[src/rtl/ps2_pkg.sv]
// Shared PS/2 decoder constants and prefix FSM state type.
// Pure declarations: no timing and no flow control of its own.
// Used by ps2_scan_decoder.
package ps2_pkg;

  localparam logic [7:0] CODE_EXT    = 8'hE0;
  localparam logic [7:0] CODE_BRK    = 8'hF0;
  localparam logic [7:0] CODE_BAT    = 8'hAA;
  localparam logic [7:0] CODE_ACK    = 8'hFA;
  localparam logic [7:0] CODE_RESEND = 8'hFE;
  localparam logic [7:0] CODE_ERR0   = 8'h00;
  localparam logic [7:0] CODE_ERR1   = 8'hFF;

  localparam logic [7:0] CODE_LSHIFT = 8'h12;
  localparam logic [7:0] CODE_RSHIFT = 8'h59;
  localparam logic [7:0] CODE_CAPS   = 8'h58;

  typedef enum logic [1:0] {IDLE, EXT, BRK, EXT_BRK} ps2_state_t;

  // Keyboard status/handshake bytes that never form part of a key sequence.
  function automatic logic is_ctrl(input logic [7:0] b);
    return (b == CODE_BAT) || (b == CODE_ACK) || (b == CODE_RESEND) ||
           (b == CODE_ERR0) || (b == CODE_ERR1);
  endfunction

endpackage

[src/rtl/ps2_ascii_lut.sv]
// Scan-code set 2 to ASCII for letters, digits, space, enter and backspace.
// Latency: combinational, no registers.
// Backpressure: none; pure lookup.
module ps2_ascii_lut (
  input  logic [7:0] code,
  input  logic       ext,
  input  logic       shift,
  input  logic       caps,
  output logic [7:0] ascii
);

  logic [7:0] base;
  logic [7:0] alt;
  logic       is_letter;
  logic       is_digit;

  always_comb begin
    base = 8'h00;
    alt  = 8'h00;
    case (code)
      8'h1C: base = 8'h61;  8'h32: base = 8'h62;  8'h21: base = 8'h63;
      8'h23: base = 8'h64;  8'h24: base = 8'h65;  8'h2B: base = 8'h66;
      8'h34: base = 8'h67;  8'h33: base = 8'h68;  8'h43: base = 8'h69;
      8'h3B: base = 8'h6A;  8'h42: base = 8'h6B;  8'h4B: base = 8'h6C;
      8'h3A: base = 8'h6D;  8'h31: base = 8'h6E;  8'h44: base = 8'h6F;
      8'h4D: base = 8'h70;  8'h15: base = 8'h71;  8'h2D: base = 8'h72;
      8'h1B: base = 8'h73;  8'h2C: base = 8'h74;  8'h3C: base = 8'h75;
      8'h2A: base = 8'h76;  8'h1D: base = 8'h77;  8'h22: base = 8'h78;
      8'h35: base = 8'h79;  8'h1A: base = 8'h7A;
      // Digit row: alt holds the shifted symbol.
      8'h45: begin base = 8'h30; alt = 8'h29; end
      8'h16: begin base = 8'h31; alt = 8'h21; end
      8'h1E: begin base = 8'h32; alt = 8'h40; end
      8'h26: begin base = 8'h33; alt = 8'h23; end
      8'h25: begin base = 8'h34; alt = 8'h24; end
      8'h2E: begin base = 8'h35; alt = 8'h25; end
      8'h36: begin base = 8'h36; alt = 8'h5E; end
      8'h3D: begin base = 8'h37; alt = 8'h26; end
      8'h3E: begin base = 8'h38; alt = 8'h2A; end
      8'h46: begin base = 8'h39; alt = 8'h28; end
      8'h29: base = 8'h20;
      8'h5A: base = 8'h0D;
      8'h66: base = 8'h08;
      default: base = 8'h00;
    endcase
    is_letter = (base >= 8'h61) && (base <= 8'h7A);
    is_digit  = (alt != 8'h00);
    if (ext)
      ascii = 8'h00;
    else if (is_letter && (shift ^ caps))
      ascii = base & 8'hDF;
    else if (is_digit && shift)
      ascii = alt;
    else
      ascii = base;
  end

endmodule

[src/rtl/ps2_scan_decoder.sv]
// PS/2 scan bytes to key events with Shift/CapsLock (CapsLock under PS2_DEC_CAPSLOCK_EN).
// Latency: 1 clock from final byte to ev_valid and modifier update.
// Backpressure: single-entry output register; new events drop with an overrun pulse when full.
module ps2_scan_decoder
  import ps2_pkg::*;
#(
  parameter int BREAK_OUT = 0
) (
  input  logic       clk,
  input  logic       rst_n,
  input  logic [7:0] byte_in,
  input  logic       byte_vld,
  output logic       ev_valid,
  input  logic       ev_ready,
  output logic [7:0] ev_code,
  output logic       ev_ext,
  output logic       ev_break,
  output logic [7:0] ev_ascii,
  output logic       shift_o,
  output logic       caps_o,
  output logic       overrun
);

  ps2_state_t state_q, state_d;
  logic       seq_done;
  logic       cur_ext;
  logic       cur_brk;
  logic       ev_gen;
  logic       can_load;
  logic       lshift, rshift;
  logic       caps_lut;
  logic [7:0] ascii_nxt;

  always_ff @(posedge clk or negedge rst_n) begin
    if (!rst_n) state_q <= IDLE;
    else        state_q <= state_d;
  end

  always_comb begin
    state_d  = state_q;
    seq_done = 1'b0;
    if (byte_vld) begin
      if (byte_in == CODE_EXT) begin
        state_d = EXT;
      end else if (byte_in == CODE_BRK) begin
        case (state_q)
          IDLE:    state_d = BRK;
          EXT:     state_d = EXT_BRK;
          default: state_d = state_q;
        endcase
      end else if (is_ctrl(byte_in)) begin
        state_d = IDLE;
      end else begin
        state_d  = IDLE;
        seq_done = 1'b1;
      end
    end
    cur_ext  = (state_q == EXT) || (state_q == EXT_BRK);
    cur_brk  = (state_q == BRK) || (state_q == EXT_BRK);
    ev_gen   = seq_done && (!cur_brk || (BREAK_OUT != 0));
    can_load = !ev_valid || ev_ready;
  end

  assign caps_lut = caps_o;

  // Lookup sees the registered modifiers, i.e. the state before this byte.
  ps2_ascii_lut u_lut (
    .code  (byte_in),
    .ext   (cur_ext),
    .shift (shift_o),
    .caps  (caps_lut),
    .ascii (ascii_nxt)
  );

  always_ff @(posedge clk or negedge rst_n) begin
    if (!rst_n) begin
      ev_valid <= 1'b0;
      ev_code  <= 8'h00;
      ev_ext   <= 1'b0;
      ev_break <= 1'b0;
      ev_ascii <= 8'h00;
      overrun  <= 1'b0;
      lshift   <= 1'b0;
      rshift   <= 1'b0;
    end else begin
      overrun <= ev_gen && !can_load;
      if (ev_gen && can_load) begin
        ev_valid <= 1'b1;
        ev_code  <= byte_in;
        ev_ext   <= cur_ext;
        ev_break <= cur_brk;
        ev_ascii <= ascii_nxt;
      end else if (ev_ready) begin
        ev_valid <= 1'b0;
      end
      if (seq_done && !cur_ext) begin
        if (byte_in == CODE_LSHIFT) lshift <= !cur_brk;
        if (byte_in == CODE_RSHIFT) rshift <= !cur_brk;
      end
    end
  end

  assign shift_o = lshift | rshift;

`ifdef PS2_DEC_CAPSLOCK_EN
  logic caps_held;

  // caps_held masks typematic repeats so a held key toggles only once.
  always_ff @(posedge clk or negedge rst_n) begin
    if (!rst_n) begin
      caps_o    <= 1'b0;
      caps_held <= 1'b0;
    end else if (seq_done && !cur_ext && (byte_in == CODE_CAPS)) begin
      if (cur_brk) begin
        caps_held <= 1'b0;
      end else begin
        caps_held <= 1'b1;
        if (!caps_held) caps_o <= !caps_o;
      end
    end
  end
`else
  assign caps_o = 1'b0;
`endif

endmodule

[config.mk]
export PLATFORM = sky130hd
export DESIGN_NAME = ps2_scan_decoder
export DESIGN_NICKNAME = d
export VERILOG_FILES = /design/src/rtl/ps2_pkg.sv /design/src/rtl/ps2_ascii_lut.sv /design/src/rtl/ps2_scan_decoder.sv
export SDC_FILE = /design/constraint.sdc
export NUM_CORES = 1
export LEC_CHECK = 0
export ABC_AREA = 0
export CAP_MARGIN = 20
export CORE_UTILIZATION = 55
export CTS_BUF_LIST = sky130_fd_sc_hd__clkbuf_8
export CTS_CLUSTER_DIAMETER = 50
export DETAILED_ROUTE_END_ITERATION = 8
export PLACE_DENSITY_LB_ADDON = 0.15
export REMOVE_ABC_BUFFERS = 1
export SYNTH_ARGS = -nofsm -noshare
export SYNTH_HDL_FRONTEND = slang
export SYNTH_HIERARCHICAL = 1
export SYNTH_SLANG_ARGS = --single-unit
[constraint.sdc]
create_clock -name clk -period 2.7 [get_ports clk]
set_input_delay 0.81 -clock clk [delete_from_list [all_inputs] [get_ports clk]]
set_output_delay 0.81 -clock clk [all_outputs]
set_load 0.05 [all_outputs]
==> results of run 1 <==
==> power breakdown <==
part           leakage [nW]  internal (mW)  total (mW)  switching (mW)
logic                  1.09          0.252       0.589           0.337
registers             0.307          0.397       0.431          0.0340
clock network        0.0357          0.198       0.307           0.110
total                  1.43          0.847        1.33           0.480
==> through the flow <==
step | instances | util | instance area [um2] | hold WS, ns
after floorplan | 224 | - | 2010 | 0.441
after global placement | 379 | 0.806 | 2990 | 0.455
after detailed placement | 379 | 0.806 | 2990 | 0.493
after CTS | 386 | 0.863 | 3210 | 0.518
after global routing | 391 | 0.895 | 3320 | 0.539
final | 391 | 0.895 | 3320 | 0.518
==> repair_timing <==
| action | CTS | global route |
|---|---|---|
| endpoints found under the setup margin | 17 | 17 |
| pin swaps | 12 | 11 |
| gates cloned | 0 | 0 |
| setup buffers | 3 | 5 |
| resized for setup | 30 | 16 |
==> critical path, stage by stage <==
cell and delay (ns):
dlygate4sd2_1 0.26, buf_12 0.16, or4b_4 0.58, mux2i_4 0.19, a21oi_1 0.13, o22ai_1 0.22
nor3_1 0.08, a211oi_2 0.26, mux2_4 0.19
==> cell usage in the layout, fill, tap and decap left out, drive strengths merged, types with 3 or more instances in the layout <==
cell type,count
nor3,12
a21oi,9
o41ai,3
inv,4
clkbuf,4
nand3,4
nand4,5
o22ai,8
nor4b,4
a211oi,4
o21ai,16
dlygate4sd2,5
buf,83
xnor2,3
nor2,19
mux2i,4
nand2,14
conb,3
o31ai,3
and2,3
or2,4
nor4,6
dfrtp,24
nor2b,3
nand2b,16
a31oi,3
mux2,17
clkdlybuf4s50,24
==> routing by layer <==
layer / global-route usage / wire length (um) / share of wire
met3: 0.0440 / 624 / 0.077
met4: 0.181 / 447 / 0.055
met1: 0.435 / 2990 / 0.37
met2: 0.666 / 4050 / 0.50
met5: 0 / 0 / 0
==> flip-flops by register name (all words and copies together), names as in the netlist <==
name      flops
overrun       1
rshift        1
ev_ext        1
ev_break      1
ev_code       8
ev_valid      1
state_q       2
lshift        1
ev_ascii      8
==> cells by family after synthesis <==
kind of cell | count (synthesis) | share of synthesized area
and+or+nand+nor | 106 | 0.304
AOI/OAI and AO/OA | 62 | 0.199
buffers and inverters | 26 | 0.0759
DFF | 24 | 0.278
muxes | 21 | 0.123
xor gates and xnor gates | 4 | 0.0162
other | 2 | 0.00348
==> final cells by class <==
class | count | area share
Multi-Input combinational cell | 196 | 0.473
Timing Repair Buffer | 115 | 0.302
Sequential cell | 24 | 0.181
Tap cell | 48 | 0.0181
Clock buffer | 3 | 0.0124
Clock inverter | 1 | 0.00903
Inverter | 4 | 0.00452
==> worst paths after layout <==
path	startpoint	end	slack (ns)
worst max register to register	state_q[1]$_DFFE_PN0P_	ev_ascii[7]$_DFFE_PN0P_	0.86
max in group asynchronous	rst_n	ev_ascii[4]$_DFFE_PN0P_	1.58
worst max-delay path	byte_in[7]	ev_ascii[0]$_DFFE_PN0P_	0.02
min in group asynchronous	rst_n	ev_code[6]$_DFFE_PN0P_	0.89
worst min register to register	ev_break$_DFFE_PN0P_	ev_break$_DFFE_PN0P_	0.52
worst min-delay path	ev_break$_DFFE_PN0P_	ev_break$_DFFE_PN0P_	0.52
==> impl_metrics.env, run 1 <==
export IMPL_synthTopCellsByCount="24 x dfrtp_1, 18 x nor2_1, 16 x nand2b_1"
export IMPL_synth_enable_flop_cells=0
export IMPL_pin_count=34
export IMPL_grt_total_usage=0.371
export IMPL_antenna_cells=0
export IMPL_cts_tree="built"
export IMPL_irDropWorstVdd_uv=300
export IMPL_wire_per_inst_um=20.7
export IMPL_cts_buffer_depth=2
export IMPL_ant_nets=0
export IMPL_synth_cell_types=67
export IMPL_antenna_found_initial=0
export IMPL_hold_viol=0
export IMPL_setup_slack_ns=0.0187
export IMPL_synth_top_area_share=0.278
export IMPL_min_period_over_period=0.993
export IMPL_firstDrtPassIters=5
export IMPL_cts_max_level=1
export IMPL_cts_num_sinks=24
export IMPL_slew_viol_final=0
export IMPL_synthArstFlopShare=1.00
export IMPL_grt_pass1_wl_um=11900
export IMPL_cts_made_buffers=3
export IMPL_r2r_cells=7
export IMPL_place_ws_ns=-0.442
export IMPL_worst_setup_path_type="input port to flop"
export IMPL_core_region_area_um2=3720
export IMPL_worst_pin_slew_ns=0.510
export IMPL_maxCapViolations=0
export IMPL_drt_iter0_markers=293
export IMPL_syn_area_um2=2160
export IMPL_layout_nets=356
export IMPL_wl_um=8110
export IMPL_power_density_nw_per_um2=399
export IMPL_drive_gt1_frac=0.426
export IMPL_hold_depth=1
export IMPL_drc=0
export IMPL_port_buffers=32
export IMPL_critPathCaptureType="flop"
export IMPL_ys_ff_latch=24
export IMPL_cp_start_kind="input port"
export IMPL_path_clk_slew_ns=0.08
export IMPL_synth_top_area_cell="dfrtp_1"
export IMPL_clock_latency_ns=0.26
export IMPL_tns_ns=0
export IMPL_synth_cells=245
export IMPL_cts_hold_buffers=0
export IMPL_cp_required_ns=2.91
export IMPL_synth_ff_type="dfrtp_1"
export IMPL_die_h_um=64.6
export IMPL_syn_avg_cell_area_um2=8.81
export IMPL_finalSetupViolCount=0
export IMPL_crit_path_max_fanout=14
export IMPL_fillers=171
export IMPL_yosysMostFrequentCell="dfrtp_1"
export IMPL_viasPerCell=6.54
export IMPL_dieWidth_um=64.6
export IMPL_yosys_top_cells_area="dfrtp_1 28%, mux2_4 6.3%, nand2b_1 4.6%"
export IMPL_place_gp_congestion=0.946
export IMPL_clock_fmax_mhz=373
export IMPL_row_count=22
export IMPL_ys_warn_count=6
export IMPL_synth_seq_area_share=0.278
export IMPL_grt_pass1_vias=2479
export IMPL_overflow=0
export IMPL_cts_root_buffer="clkbuf_8"
export IMPL_arrival_ns=2.89
export IMPL_dp_hpwl_um=5340
export IMPL_grt_max_degree=25
export IMPL_period_needed_ns=2.68
export IMPL_maxSlewHeadroom=0.659
export IMPL_dieArea_um2=4180
export IMPL_fin_skew_ns=0.00508
export IMPL_leakage_nw=1.43
export IMPL_hp_class="flop to flop"
export IMPL_outcome="finished clean"
export IMPL_area_growth_pct=54.0
export IMPL_initial_core_util=0.581
export IMPL_via_count=2556
export IMPL_total_power_mw=1.33
export IMPL_regArea_um2=601
export IMPL_multi_input_area_um2=1570
Note: power is estimated with default switching activity, not from simulation.
==> run 2: changes to the inputs <==
CAP_MARGIN = unset   (was 20)
CORE_UTILIZATION = 40   (was 55)
==> impl_metrics.env, run 2 (synthesized netlist as in run 1, its figures left out) <==
export IMPL_outcome="finished clean"
export IMPL_power_density_nw_per_um2=396
export IMPL_grt_pass1_wl_um=11500
export IMPL_rr_startpoint="state_q[1]$_DFFE_PN0P_"
export IMPL_layout_nets=353
export IMPL_cts_root_buffer="clkbuf_8"
export IMPL_grt_pass1_vias=2216
export IMPL_hold_viol=0
export IMPL_final_common_cell="buf_4"
export IMPL_area_growth_pct=52.6
export IMPL_core_region_area_um2=5140
export IMPL_cp_start_kind="input port"
export IMPL_maxSlewHeadroom=0.653
export IMPL_rsz0062_at_grt="yes"
export IMPL_wl_um=7100
export IMPL_arrival_ns=2.85
export IMPL_cts_hold_buffers=0
export IMPL_cp_required_ns=2.91
export IMPL_holdWs_ns=0.484
export IMPL_leakage_nw=1.41
export IMPL_pin_count=34
export IMPL_tns_ns=0
export IMPL_layout_common_cells="70 x buf_4, 24 x dfrtp_1, 24 x clkdlybuf4s50_1"
export IMPL_period_needed_ns=2.64
export IMPL_finalSetupViolCount=0
export IMPL_grt_total_usage=0.270
export IMPL_cts_num_sinks=24
export IMPL_hp_class="flop to flop"
export IMPL_largestRegisters="ev_ascii: 8 flops, ev_code: 8 flops, state_q: 2 flops"
export IMPL_cts_made_buffers=3
export IMPL_path_clk_slew_ns=0.09
export IMPL_crit_path_max_fanout=12
export IMPL_slowest_stage="or4b_4"
export IMPL_via_count=2279
export IMPL_worst_setup_path_type="input port to flop"
export IMPL_antenna_found_initial=0
export IMPL_fillers=481
export IMPL_dp_hpwl_um=5310
export IMPL_critPathCaptureType="flop"
export IMPL_drc=0
export IMPL_grt_max_degree=25
export IMPL_ant_nets=0
export IMPL_drive_gt1_frac=0.415
export IMPL_cts_buffer_depth=2
export IMPL_clock_fmax_mhz=379
export IMPL_initial_core_util=0.420
export IMPL_cp_common_cell="buf_4"
export IMPL_die_h_um=75.5
export IMPL_clock_latency_ns=0.27
export IMPL_slew_viol_final=0
export IMPL_r2r_setup_slack_ns=0.87
export IMPL_worst_pin_slew_ns=0.519
export IMPL_hold_path_startpoint="lshift$_DFFE_PN0P_"
export IMPL_dieWidth_um=75.5
export IMPL_irDropWorstVdd_uv=260
export IMPL_viasPerCell=5.56
export IMPL_cts_tree="built"
export IMPL_crit_start="byte_in[4]"
export IMPL_drt_iter0_markers=178
export IMPL_dieArea_um2=5690
export IMPL_overflow=0
export IMPL_cts_max_level=1
export IMPL_fin_skew_ns=0.00299
export IMPL_port_buffers=32
export IMPL_cp_slowest_stage_delay_ns=0.53
export IMPL_worstPathCellList="dlygate4sd2_1, buf_12, buf_4, or4b_4, nor2_2, o21ai_1, nand4_1, buf_4, nor4_1, nor3_1, mux2_4"
export IMPL_row_count=26
export IMPL_antenna_cells=0
export IMPL_firstDrtPassIters=4
export IMPL_wire_per_inst_um=17.3
export IMPL_min_period_over_period=0.977
export IMPL_maxCapViolations=0
export IMPL_place_gp_congestion=0.983
run 2: changes by cell type in the layout (fill, tap and decap cells not counted), sizes merged:
cell / delta
dlygate4sd2: +2
dlymetal6s2s: -2
bufbuf: +1
buf: -4
run 2: final timing paths:
check	endpoint	cells after the start
setup reg to reg	ev_ascii[7]$_DFFE_PN0P_	7
setup / recovery	ev_ascii[1]$_DFFE_PN0P_	11
hold reg to reg	lshift$_DFFE_PN0P_	2
hold / removal	lshift$_DFFE_PN0P_	2
min in group asynchronous	ev_code[0]$_DFFE_PN0P_	2
max in group asynchronous	ev_code[1]$_DFFE_PN0P_	2
run 2: repair_timing:
item                                   in CTS  in global routing
cloned                                      2                  0
endpoints found under the hold margin       0                  0
setup endpoints to repair                  14                 13
buffers inserted                            4                  0
resized for setup                          28                  9
pin swaps                                   6                  4
run 2: final cells by class:
cell class                 count  area (um2)  share of cell area
timing repair buffer         112        1000               0.304
multi-input combinational    196        1520               0.461
clock inverter                 1        30.0             0.00912
clock buffer                   3        41.3              0.0125
sequential                    24         601               0.182
inverter                       4        15.0             0.00456
tap                           70        87.6              0.0266
run 2: routing by layer:
metal,share of wire,GRT usage
met1,0.45,0.370
met2,0.49,0.455
met3,0.046,0.0344
met4,0.0080,0.0535
met5,0,0
run 2: worst max-delay path: cells and delay by family:
kind,cells,cell delay (ns)
buffers and inverters,4,0.70
AO/OA/AOI/OAI,1,0.08
AND/OR/NAND/NOR,5,1.09
multiplexers,1,0.17
run 2: power by group:
group	switching (mW)	internal (mW)	total [mW]
combinational	0.316	0.248	0.564
sequential	0.0251	0.397	0.422
clock	0.120	0.198	0.319
total	0.462	0.843	1.30
run 2: metrics by stage:
step | area (um2) | setup WS, ns | std cells | total power, mW | utilization
detailed placement | 3030 | -0.531 | 400 | 0.965 | 0.589
global route | 3290 | -0.0277 | 410 | 1.37 | 0.641
global placement | 3030 | -0.446 | 400 | 0.957 | 0.589
finish | 3290 | 0.0619 | 410 | 1.30 | 0.641
CTS | 3260 | 0.0221 | 410 | 1.31 | 0.634
floorplan | 2010 | 0.0675 | 224 | 0.697 | -
